`src/rtl/cpu_bus_arbiter.sv`:
```
// cpu_bus_arbiter
//   Shares the CPU memory bus between the instruction-fetch unit (IF) and the
//   instruction-execute FSM (IE). When built with OAM_DMA_EN it also contains
//   the OAM DMA engine. A CPU write to $4014 starts that engine, which copies
//   one 256-byte page to the PPU OAM data port ($2004). Both CPU requesters
//   are stalled while the copy runs.
//
//   Build option: define OAM_DMA_EN to compile in the DMA engine. When it is
//   undefined, writes to $4014 are plain forwarded writes and dma_active is 0.
//
// Ports
//   clk            system clock, rising edge
//   rst            asynchronous, active-low reset
//   if_req/if_addr IF read request and address; if_gnt is high while IF owns the bus
//   ie_req/ie_addr/ie_data_out/ie_write_en
//                  IE request, address, write data and write strobe;
//                  ie_gnt is high while IE owns the bus
//   mem_addr/mem_data_out/mem_write_en
//                  bus outputs, decoded combinationally from the registered owner
//   mem_data_in    bus read data, valid the cycle after its address is driven
//   dma_active     DMA owns the bus and the CPU is stalled
module cpu_bus_arbiter (
  input  logic        clk,
  input  logic        rst,
  input  logic        if_req,
  input  logic [15:0] if_addr,
  output logic        if_gnt,
  input  logic        ie_req,
  input  logic [15:0] ie_addr,
  input  logic [7:0]  ie_data_out,
  input  logic        ie_write_en,
  output logic        ie_gnt,
  output logic [15:0] mem_addr,
  output logic [7:0]  mem_data_out,
  output logic        mem_write_en,
  input  logic [7:0]  mem_data_in,
  output logic        dma_active
);

`ifdef OAM_DMA_EN
  localparam logic [15:0] DMA_REG_ADDR  = 16'h4014;
  localparam logic [15:0] OAM_DATA_ADDR = 16'h2004;

  typedef enum logic [2:0] {
    IDLE, OWN_IF, OWN_IE, DMA_DUMMY, DMA_ALIGN, DMA_READ, DMA_WRITE
  } state_t;
`else
  typedef enum logic [1:0] {IDLE, OWN_IF, OWN_IE} state_t;
`endif

  state_t state;
  state_t cpu_next;
  state_t arb_next;

  // CPU-only arbitration: IE has priority over IF.
  always_comb begin
    if (ie_req)      cpu_next = OWN_IE;
    else if (if_req) cpu_next = OWN_IF;
    else             cpu_next = IDLE;
  end

`ifdef OAM_DMA_EN
  logic       dma_pending;
  logic       parity;
  logic [7:0] page;
  logic [7:0] idx;
  logic       trigger;

  assign trigger = (state == OWN_IE) && ie_write_en && (ie_addr == DMA_REG_ADDR);
  // A trigger on the same edge that IE releases the bus already wins arbitration.
  assign arb_next = (dma_pending || trigger) ? DMA_DUMMY : cpu_next;
`else
  logic unused_mem_data;
  assign unused_mem_data = ^mem_data_in;
  assign arb_next = cpu_next;
`endif

  always_ff @(posedge clk or negedge rst) begin
    if (!rst) begin
      state       <= IDLE;
`ifdef OAM_DMA_EN
      dma_pending <= 1'b0;
      page        <= '0;
      idx         <= '0;
      parity      <= 1'b0;
`endif
    end else begin
`ifdef OAM_DMA_EN
      parity <= ~parity;
      if (trigger) begin
        dma_pending <= 1'b1;
        page        <= ie_data_out;
      end
`endif
      case (state)
        IDLE:   state <= arb_next;
        OWN_IF: if (!if_req) state <= arb_next;
        OWN_IE: if (!ie_req) state <= arb_next;
`ifdef OAM_DMA_EN
        DMA_DUMMY: state <= parity ? DMA_ALIGN : DMA_READ;
        DMA_ALIGN: state <= DMA_READ;
        DMA_READ:  state <= DMA_WRITE;
        DMA_WRITE: begin
          idx <= idx + 8'd1;
          if (idx == 8'hFF) begin
            // Wrap ends the copy; pending is being cleared, so only CPU requesters compete.
            dma_pending <= 1'b0;
            state       <= cpu_next;
          end else begin
            state <= DMA_READ;
          end
        end
`endif
        default: state <= IDLE;
      endcase
    end
  end

  always_comb begin
    if_gnt       = 1'b0;
    ie_gnt       = 1'b0;
    dma_active   = 1'b0;
    mem_addr     = '0;
    mem_data_out = '0;
    mem_write_en = 1'b0;
    case (state)
      OWN_IF: begin
        if_gnt   = 1'b1;
        mem_addr = if_addr;
      end
      OWN_IE: begin
        ie_gnt       = 1'b1;
        mem_addr     = ie_addr;
        mem_data_out = ie_data_out;
        mem_write_en = ie_write_en;
      end
`ifdef OAM_DMA_EN
      DMA_DUMMY, DMA_ALIGN: dma_active = 1'b1;
      DMA_READ: begin
        dma_active = 1'b1;
        mem_addr   = {page, idx};
      end
      DMA_WRITE: begin
        // Read data for the preceding DMA_READ address arrives this cycle.
        dma_active   = 1'b1;
        mem_addr     = OAM_DATA_ADDR;
        mem_data_out = mem_data_in;
        mem_write_en = 1'b1;
      end
`endif
      default: ;
    endcase
  end

endmodule
```
`config.mk`:
```
export PLATFORM = sky130hd
export DESIGN_NAME = cpu_bus_arbiter
export DESIGN_NICKNAME = d
export VERILOG_FILES = /design/src/rtl/cpu_bus_arbiter.sv
export SDC_FILE = /design/constraint.sdc
export NUM_CORES = 1
export LEC_CHECK = 0
export ABC_AREA = 1
export CELL_PAD_IN_SITES_DETAIL_PLACEMENT = 2
export CELL_PAD_IN_SITES_GLOBAL_PLACEMENT = 2
export CORE_ASPECT_RATIO = 0.7
export CORE_UTILIZATION = 10
export DETAILED_ROUTE_END_ITERATION = 8
export PLACE_DENSITY = 0.95
export SLEW_MARGIN = 20
export SYNTH_ARGS = -nofsm -noshare
export SYNTH_HDL_FRONTEND = slang
export SYNTH_SLANG_ARGS = --single-unit
```
`constraint.sdc`:
```
create_clock -name clk -period 2 [get_ports clk]
set_input_delay 0.4 -clock clk [delete_from_list [all_inputs] [get_ports clk]]
set_output_delay 0.4 -clock clk [all_outputs]
set_load 0.005 [all_outputs]
```
Yosys cells after proc, flatten, opt, wreduce, memory -nomap -nowiden:

Cells that the tools add are included.

* reduce and logical (&&, ||, !) cells: 2
* mux-type cells: 10
* equality and inequality tests: 4

Operators by type and width (count)
* 16-bit one-hot mux with 2 select lines: 1
* 8-bit two-way mux: 1
* 2-bit two-way mux: 3
* 2-bit one-hot mux with 3 select lines: 1
* 1-bit two-way mux: 4
* 2-bit != test (second input constant): 2
* 2-bit by 1-bit == test with 1-bit output (second input constant): 1
* 2-bit == test (second input constant): 1
* 2-bit logical NOT: 1
* 2-bit AND reduction: 1

* bits in registers: 2
* input port bits: 53
* word-level logic and storage cells: 17
* output and inout port bits: 28

Logic depth before layout (Yosys ltp):

Gate-level depths: netlist of run 1.

* word-level depth: 4
* depth in mapped cells: 7
* gate-level depth less buffers: 6

Worst setup path after synthesis of run 1:

No wires, ideal clock.

* kind: reg2out
* from: reg state[0]
* to: out mem_addr[8]
* path slack: 0.464 ns
* data required time: 1.600 ns
* buffers on the path: 2
* stages on the path, launching flop included: 6
* arrival: 1.136 ns
* cell sequence: dfrtp_1 > inv_1 > ha_1 > buf_2 > buf_6 > a21oi_1

* word-level cells in the longest chain between the ends: 2
* elaborated cells between the ends (all ways): 3
* those cells by class: 2 x eq/ne; 1 x mux

Ends and longest elaborated chain
* start: declaration: line 51 `state_t state;`
* start signal: assignment: line 96 `IDLE: state <= arb_next;`
* start signal: assignment: line 97 `OWN_IF: if (!if_req) state <= arb_next;`
* start signal: assignment: line 98 `OWN_IE: if (!ie_req) state <= arb_next;`
* 2-bit == test or 2-bit by 1-bit == test with 1-bit output (tied branches): line 126 `case (state)`
* 16-bit one-hot mux with 2 select lines (*): line 126
* end: declaration: line 33 `output logic [15:0] mem_addr,`

Every way passes the cells marked *; elsewhere a longest branch is shown, timed or not.

Worst setup path in the final report of run 1:

* from: reg state[0]
* to: out mem_data_out[4]

* word-level cells in the longest chain between the ends: 2

Ends and longest elaborated chain
* 2-bit == test: line 126
* 8-bit two-way mux: line 126
* end: declaration: line 34 `output logic [7:0] mem_data_out,`

No other way between the ends.

==> summary.txt, run 1 <==
Die
  – Die H: 63.7 um
  – Initial Util: 10.4%
  – CORE AREA: 5230 sq um
  – I/O pin total: 81
  – Row Count: 22
  – Die area: 5750 sq um
  – Die W: 90.2 um

Finish
  – Antenna fix cells: 0
  – Fillers: 619
  – Proportion of layout cells with a drive suffix above 1: 21.0%
  – Area of the multi-input gates: 408 sq um
  – Largest registers: state (2)
  – Reg area: 51.3 sq um
  – Final Core Density: 28.6%
  – Number of flip-flops under the largest register name: 2
  – Layout net count: 235
  – Area added between synthesis and finish: 175%
  – Final instance area: 1500 sq um
  – Most flop-heavy register: state

STA
  – Count of pins over their slew limit: 0
  – RSZ-0062 raised after global routing: false
  – Final Hold Fails: 0
  – Tcrit/Tclk final: 97.0%
  – Fin worst setup slack: 59.7 ps
  – Fin crit period: 1940 ps
  – Final setup fails: 0
  – Clk_skew: 0.767 ps
  – Total negative slack: 0 ps
  – Max frequency: 515 MHz

Placement
  – Dpl ws: -38.2 ps
  – Detailed Place HPWL: 2.47 mm
  – Port Buffers: 71
  – Gpl congestion: 0.633
  – Dpl cell area: 1350 sq um

Critical path
  – Critical path buffers and inverters: 4
  – RR Startpoint: state[1]$_DFFE_PN0P_
  – CP max stage delay: 490 ps
  – CP delay by family, top: buffers and inverters
  – Critical path origin: state[0]$_DFFE_PN0P_
  – Critical setup path kind: reg -> out
  – Slowest-stage cell, CP: clkdlybuf4s50_1
  – Worst EP required: 1600 ps
  – CP endpoint kind: output port
  – CP Max Fanout: 5
  – CP Data Arrival Time: 1540 ps
  – Critical path, cell by cell: inv_2, ha_4, buf_4, nand2_1, inv_1, clkdlybuf4s50_1
  – Type of origin of the critical path: flip-flop

Detailed routing
  – ANT nets after route: 0
  – Vias/cell: 3.61
  – Drt first pass iters: 3
  – Final WL: 2.99 mm
  – Starting DRT DRC Count: 8
  – Via count: 895
  – DR WL/cell: 12.1 um
  – DRC violations left: 0

Logic synthesis
  – Mean post-synth cell area: 5.79 sq um
  – Unique masters post-synth: 14
  – Mapped cell area: 544 sq um
  – Post-Syn Nets: 151
  – Top cell type's share of synthesized area: 31.7%
  – Register area share after synthesis: 9.20%
  – Leading area contributor after synthesis: nand2_1
  – Number of cells produced by synthesis: 94
  – Seq cells post-synth: 2
  – Synth warn: 0
  – Ranking of synthesized cells by area: nand2_1, a21oi_2, dfrtp_1, ha_1, inv_1

Global route
  – Global Route Usage Sum: 10.6%
  – First-pass GRT wire length: 4.84 mm
  – Pin count of the biggest net entering global routing: 13
  – Grt total ovfl: 0
  – Vias in the first global route: 986
  – Initial antenna violation count: 0

Power
  – P_sw: 0.356 mW
  – Switch share: 37.7%
  – Leak: 0.787 nW
  – Flop pwr share: 7.0%
  – Pwr/cell area: 631 nW/um^2
  – Internal Power: 0.589 mW
  – Clk network pwr share: 16.5%
  – Worst VDD drop: 207 uV
  – Combinational power share: 76.6%

Clock network
  – Htree depth: 1
  – Clk_lat worst skew: 210 ps
  – Num CTS Buffers: 3
  – Clock tree from TritonCTS: built
  – Clock net sink count: 2
  – CTS Buffer Depth: 2
  – Clk root buf: clkbuf_8
  – Reg clk slew, reported paths: 30 ps
  – # hold bufs at CTS: 0

Run status
  – Status: finished, final reports clean

Worst hold path
  – Min-delay worst type: in -> async

Run
  – Max cap viols: 0
==> routing by layer <==
| metal | track usage (%) | vias up | part of all wire (%) |
|---|---|---|---|
| met1 | 12.7 | 416 | 44 |
| met5 | 0 | - | 0 |
| li1 | - | 444 | - |
| met2 | 19.6 | 33 | 51 |
| met3 | 1.45 | 2 | 4.2 |
| met4 | 3.63 | 0 | 0.64 |
==> power groups by stage <==
stage                     clock network (mW)  registers (mW)  logic [mW]
final                                  0.156          0.0657       0.723
after global routing                   0.166          0.0670       0.793
after CTS                              0.158          0.0628       0.727
after detailed placement                   0          0.0607       0.697
after global placement                     0          0.0588       0.676
after floorplan                            0          0.0583       0.297
==> final cells by class <==
type | count | area share [%]
Clock buffer | 3 | 2.76
Timing Repair Buffer | 87 | 57.5
Multi-Input combinational cell | 72 | 27.3
Sequential cell | 2 | 3.43
Tap cell | 72 | 6.02
Inverter | 12 | 3.01
==> cell usage in the layout, fill, tap and decap left out <==
cell             instances
nand2_2                  2
buf_6                    5
dfrtp_1                  1
a21oi_2                 10
ha_1                     1
buf_12                   1
a21oi_1                  6
clkdlybuf4s50_1         49
nand2_1                 46
ha_4                     3
dlygate4sd2_1           15
o21ai_1                  2
dlymetal6s2s_1           7
nor2_1                   1
conb_1                   1
clkbuf_8                 3
dfrtp_2                  1
inv_2                    2
inv_1                   10
buf_4                   10
==> what timing repair did <==
item                       in CTS  in global routing
setup endpoints to repair      25                  9
gates resized for setup        27                  9
cloned                          1                  0
buffers inserted                3                  2
==> final timing paths <==
path / to / slack, ps / depth (start not counted)
min: state[1]$_DFFE_PN0P_ / 370 / 1
max: mem_data_out[4] / 60 / 6
min reg2reg: state[0]$_DFFE_PN0P_ / 760 / 4
max reg2reg: state[0]$_DFFE_PN0P_ / 700 / 6
max in group asynchronous: state[1]$_DFFE_PN0P_ / 1490 / 1
min in group clk: state[0]$_DFFE_PN0P_ / 760 / 4
==> through the flow <==
stage | total power, mW | hold WS, ps | instances
final | 0.945 | 367 | 248
after global placement | 0.735 | 572 | 239
after detailed placement | 0.758 | 583 | 239
after CTS | 0.948 | 365 | 246
after floorplan | 0.355 | 104 | 94
after global routing | 1.03 | 360 | 248
==> Yosys cell counts <==
cell type,instances
nand2_1,46
buf_4,2
buf_12,1
dfrtp_1,2
a21oi_2,10
inv_1,12
nand2_2,2
buf_6,3
ha_1,4
a21oi_1,6
nor2_1,1
o21ai_1,2
buf_2,2
conb_1,1
==> cell families after synthesis <==
| group | synth area share (%) |
|---|---|
| adders and majority gates | 9.20 |
| DFF | 9.20 |
| buffers and inverters | 22.8 |
| and+or+nand+nor | 34.7 |
| AOI/OAI and AO/OA | 23.4 |
| other | 0.689 |
Note: power is estimated with default switching activity, not from simulation.
==> run 2, diff against run 1 <==
--- a/config.mk
+++ b/config.mk
@@ -11,6 +11,7 @@
 export CORE_ASPECT_RATIO = 0.7
 export CORE_UTILIZATION = 10
 export DETAILED_ROUTE_END_ITERATION = 8
+export MAX_ROUTING_LAYER = met4
 export PLACE_DENSITY = 0.95
 export SLEW_MARGIN = 20
 export SYNTH_ARGS = -nofsm -noshare
==> run 2 against run 1 <==
Compared with the run above: non-clock buffer count stayed put; largest power group unchanged; cell area stayed put; global-route usage is 0.30 points higher.
==> summary.txt, run 2 (synthesis results as in run 1) <==
Run status
  – Status: finished, final reports clean

Detailed routing
  – DRC violations left: 0 (unchanged)
  – ANT nets after route: 0 (unchanged)
  – Drt first pass iters: 3 (unchanged)
  – Starting DRT DRC Count: 8 (unchanged)
  – DR WL/cell: 12.1 um (unchanged)
  – Vias/cell: 3.61 (unchanged)
  – Via count: 895 (unchanged)
  – Final WL: 2.99 mm (unchanged)

Finish
  – Most frequent cells in the layout: clkdlybuf4s50_1, nand2_1, dlygate4sd2_1
  – Area added between synthesis and finish: 175% (unchanged)
  – Layout net count: 235 (unchanged)
  – Most flop-heavy register: state
  – Commonest non-fill, non-tap cell in the layout: clkdlybuf4s50_1
  – Largest registers: state (2)
  – Final Core Density: 28.6% (unchanged)
  – Number of flip-flops under the largest register name: 2 (unchanged)
  – Area of the multi-input gates: 408 sq um (unchanged)
  – Proportion of layout cells with a drive suffix above 1: 21.0% (unchanged)
  – Reg area: 51.3 sq um (unchanged)
  – Fillers: 619 (unchanged)
  – Antenna fix cells: 0 (unchanged)

Critical path
  – Critical path, cell by cell: inv_2, ha_4, buf_4, nand2_1, inv_1, clkdlybuf4s50_1
  – CP max stage delay: 490 ps (about the same)
  – Slowest-stage cell, CP: clkdlybuf4s50_1
  – Worst EP required: 1600 ps (about the same)
  – CP Max Fanout: 5 (unchanged)
  – CP endpoint kind: output port
  – Type of origin of the critical path: flip-flop
  – Critical setup path kind: reg -> out
  – CP Data Arrival Time: 1540 ps (about the same)

Global route
  – Vias in the first global route: 985 (-0.10%)
  – Grt total ovfl: 0 (unchanged)
  – Initial antenna violation count: 0 (unchanged)
  – Pin count of the biggest net entering global routing: 13 (unchanged)
  – Global Route Usage Sum: 10.9% (+0.30 points)
  – First-pass GRT wire length: 4.84 mm (unchanged)

STA
  – Final setup fails: 0 (unchanged)
  – Fin crit period: 1940 ps (-0.0971 ps)
  – Tcrit/Tclk final: 97.0% (about the same)
  – RSZ-0062 raised after global routing: false
  – Clk_skew: 0.787 ps (+0.0200 ps)
  – Count of pins over their slew limit: 0 (unchanged)
  – Final Hold Fails: 0 (unchanged)
  – Max frequency: 515 MHz (about the same)

Placement
  – Port Buffers: 71 (unchanged)
  – Gpl congestion: 0.638 (+0.81%)
  – Detailed Place HPWL: 2.47 mm (unchanged)

Power
  – Leak: 0.787 nW (unchanged)
  – Worst VDD drop: 207 uV (about the same)
  – Pwr/cell area: 631 nW/um^2 (about the same)
  – Total power: 0.944 mW (about the same)

Die
  – Die H: 63.7 um (unchanged)
  – CORE AREA: 5230 sq um (unchanged)
  – I/O pin total: 81 (unchanged)
  – Die area: 5750 sq um (unchanged)
  – Row Count: 22 (unchanged)
  – Die W: 90.2 um (unchanged)
  – Initial Util: 10.4% (unchanged)

Clock network
  – Htree depth: 1 (unchanged)
  – Clk_lat worst skew: 210 ps (about the same)
  – Reg clk slew, reported paths: 30 ps (about the same)
  – CTS Buffer Depth: 2 (unchanged)
  – Clock tree from TritonCTS: built
  – # hold bufs at CTS: 0 (unchanged)
  – Clock net sink count: 2 (unchanged)
  – Clk root buf: clkbuf_8
  – Num CTS Buffers: 3 (unchanged)

Run
  – Max cap viols: 0 (unchanged)

Worst hold path
  – Min-delay worst type: in -> async
[run 2: cell counts in the layout (fill, tap and decap cells not counted)]
No cell type changed its count.
[run 2: worst paths after layout]
kind / from / to / slack, ps / cells after the start
setup / recovery: state[0]$_DFFE_PN0P_ / mem_data_out[4] / 60 / 6
hold / removal: rst / state[1]$_DFFE_PN0P_ / 370 / 1
setup reg to reg: state[1]$_DFFE_PN0P_ / state[0]$_DFFE_PN0P_ / 700 / 6
hold reg to reg: state[0]$_DFFE_PN0P_ / state[0]$_DFFE_PN0P_ / 760 / 4
max in group asynchronous: rst / state[1]$_DFFE_PN0P_ / 1490 / 1
min in group clk: state[0]$_DFFE_PN0P_ / state[0]$_DFFE_PN0P_ / 760 / 4
[run 2: metal layers]
layer / part of all wire [%] / up-vias / track usage [%]
met2: 51 / 33 / 19.6
met5: 0 / - / -
met1: 44 / 416 / 12.7
li1: - / 444 / -
met4: 0.64 / 0 / 3.63
met3: 4.2 / 2 / 1.45
[run 2: worst max-delay path: cells and delay by family, from the launching register on]
family | cells | cell delay, ps
flops | 1 | 380
fa+ha+maj | 1 | 160
buf+inv | 4 | 750
simple gates | 1 | 50
[run 2: power breakdown]
group          total [mW]  switching [mW]  internal [mW]  leakage, nW
registers          0.0657          0.0152         0.0505       0.0240
logic               0.723           0.311          0.411        0.741
clock network       0.155          0.0285          0.127       0.0216
[run 2: repair_timing]
item	4_1_cts	5_1_grt
resized for setup	27	9
buffers inserted	3	2
pin swaps	0	0
setup endpoints to repair	25	9
cloned	1	0
[run 2: cell type report]
type | count | area share, %
sequential | 2 | 3.43
clock buffer | 3 | 2.76
tap | 72 | 6.02
timing repair buffer | 87 | 57.5
inverter | 12 | 3.01
multi-input combinational | 72 | 27.3
[run 2: through the flow]
stage          worst slack (ps)  area (sq um)  std cells  TNS (ps)  hold WS, ps
2_1_floorplan               464           544         94         0          104
3_3_place_gp               18.7          1350        239         0          572
3_5_place_dp              -38.2          1350        239      -114          583
4_1_cts                    -135          1450        246      -135          365
5_1_grt                    5.63          1500        248         0          360
6_report                   59.8          1500        248         0          367
==> run 3, diff against run 2 <==
--- a/config.mk
+++ b/config.mk
@@ -11,6 +11,7 @@
 export CORE_ASPECT_RATIO = 0.7
 export CORE_UTILIZATION = 10
 export DETAILED_ROUTE_END_ITERATION = 8
+export GPL_TIMING_DRIVEN = 1
 export MAX_ROUTING_LAYER = met4
 export PLACE_DENSITY = 0.95
 export SLEW_MARGIN = 20
==> results of run 3 <==
Same layout as run 2: the final DEF is identical, and so are final timing and power.
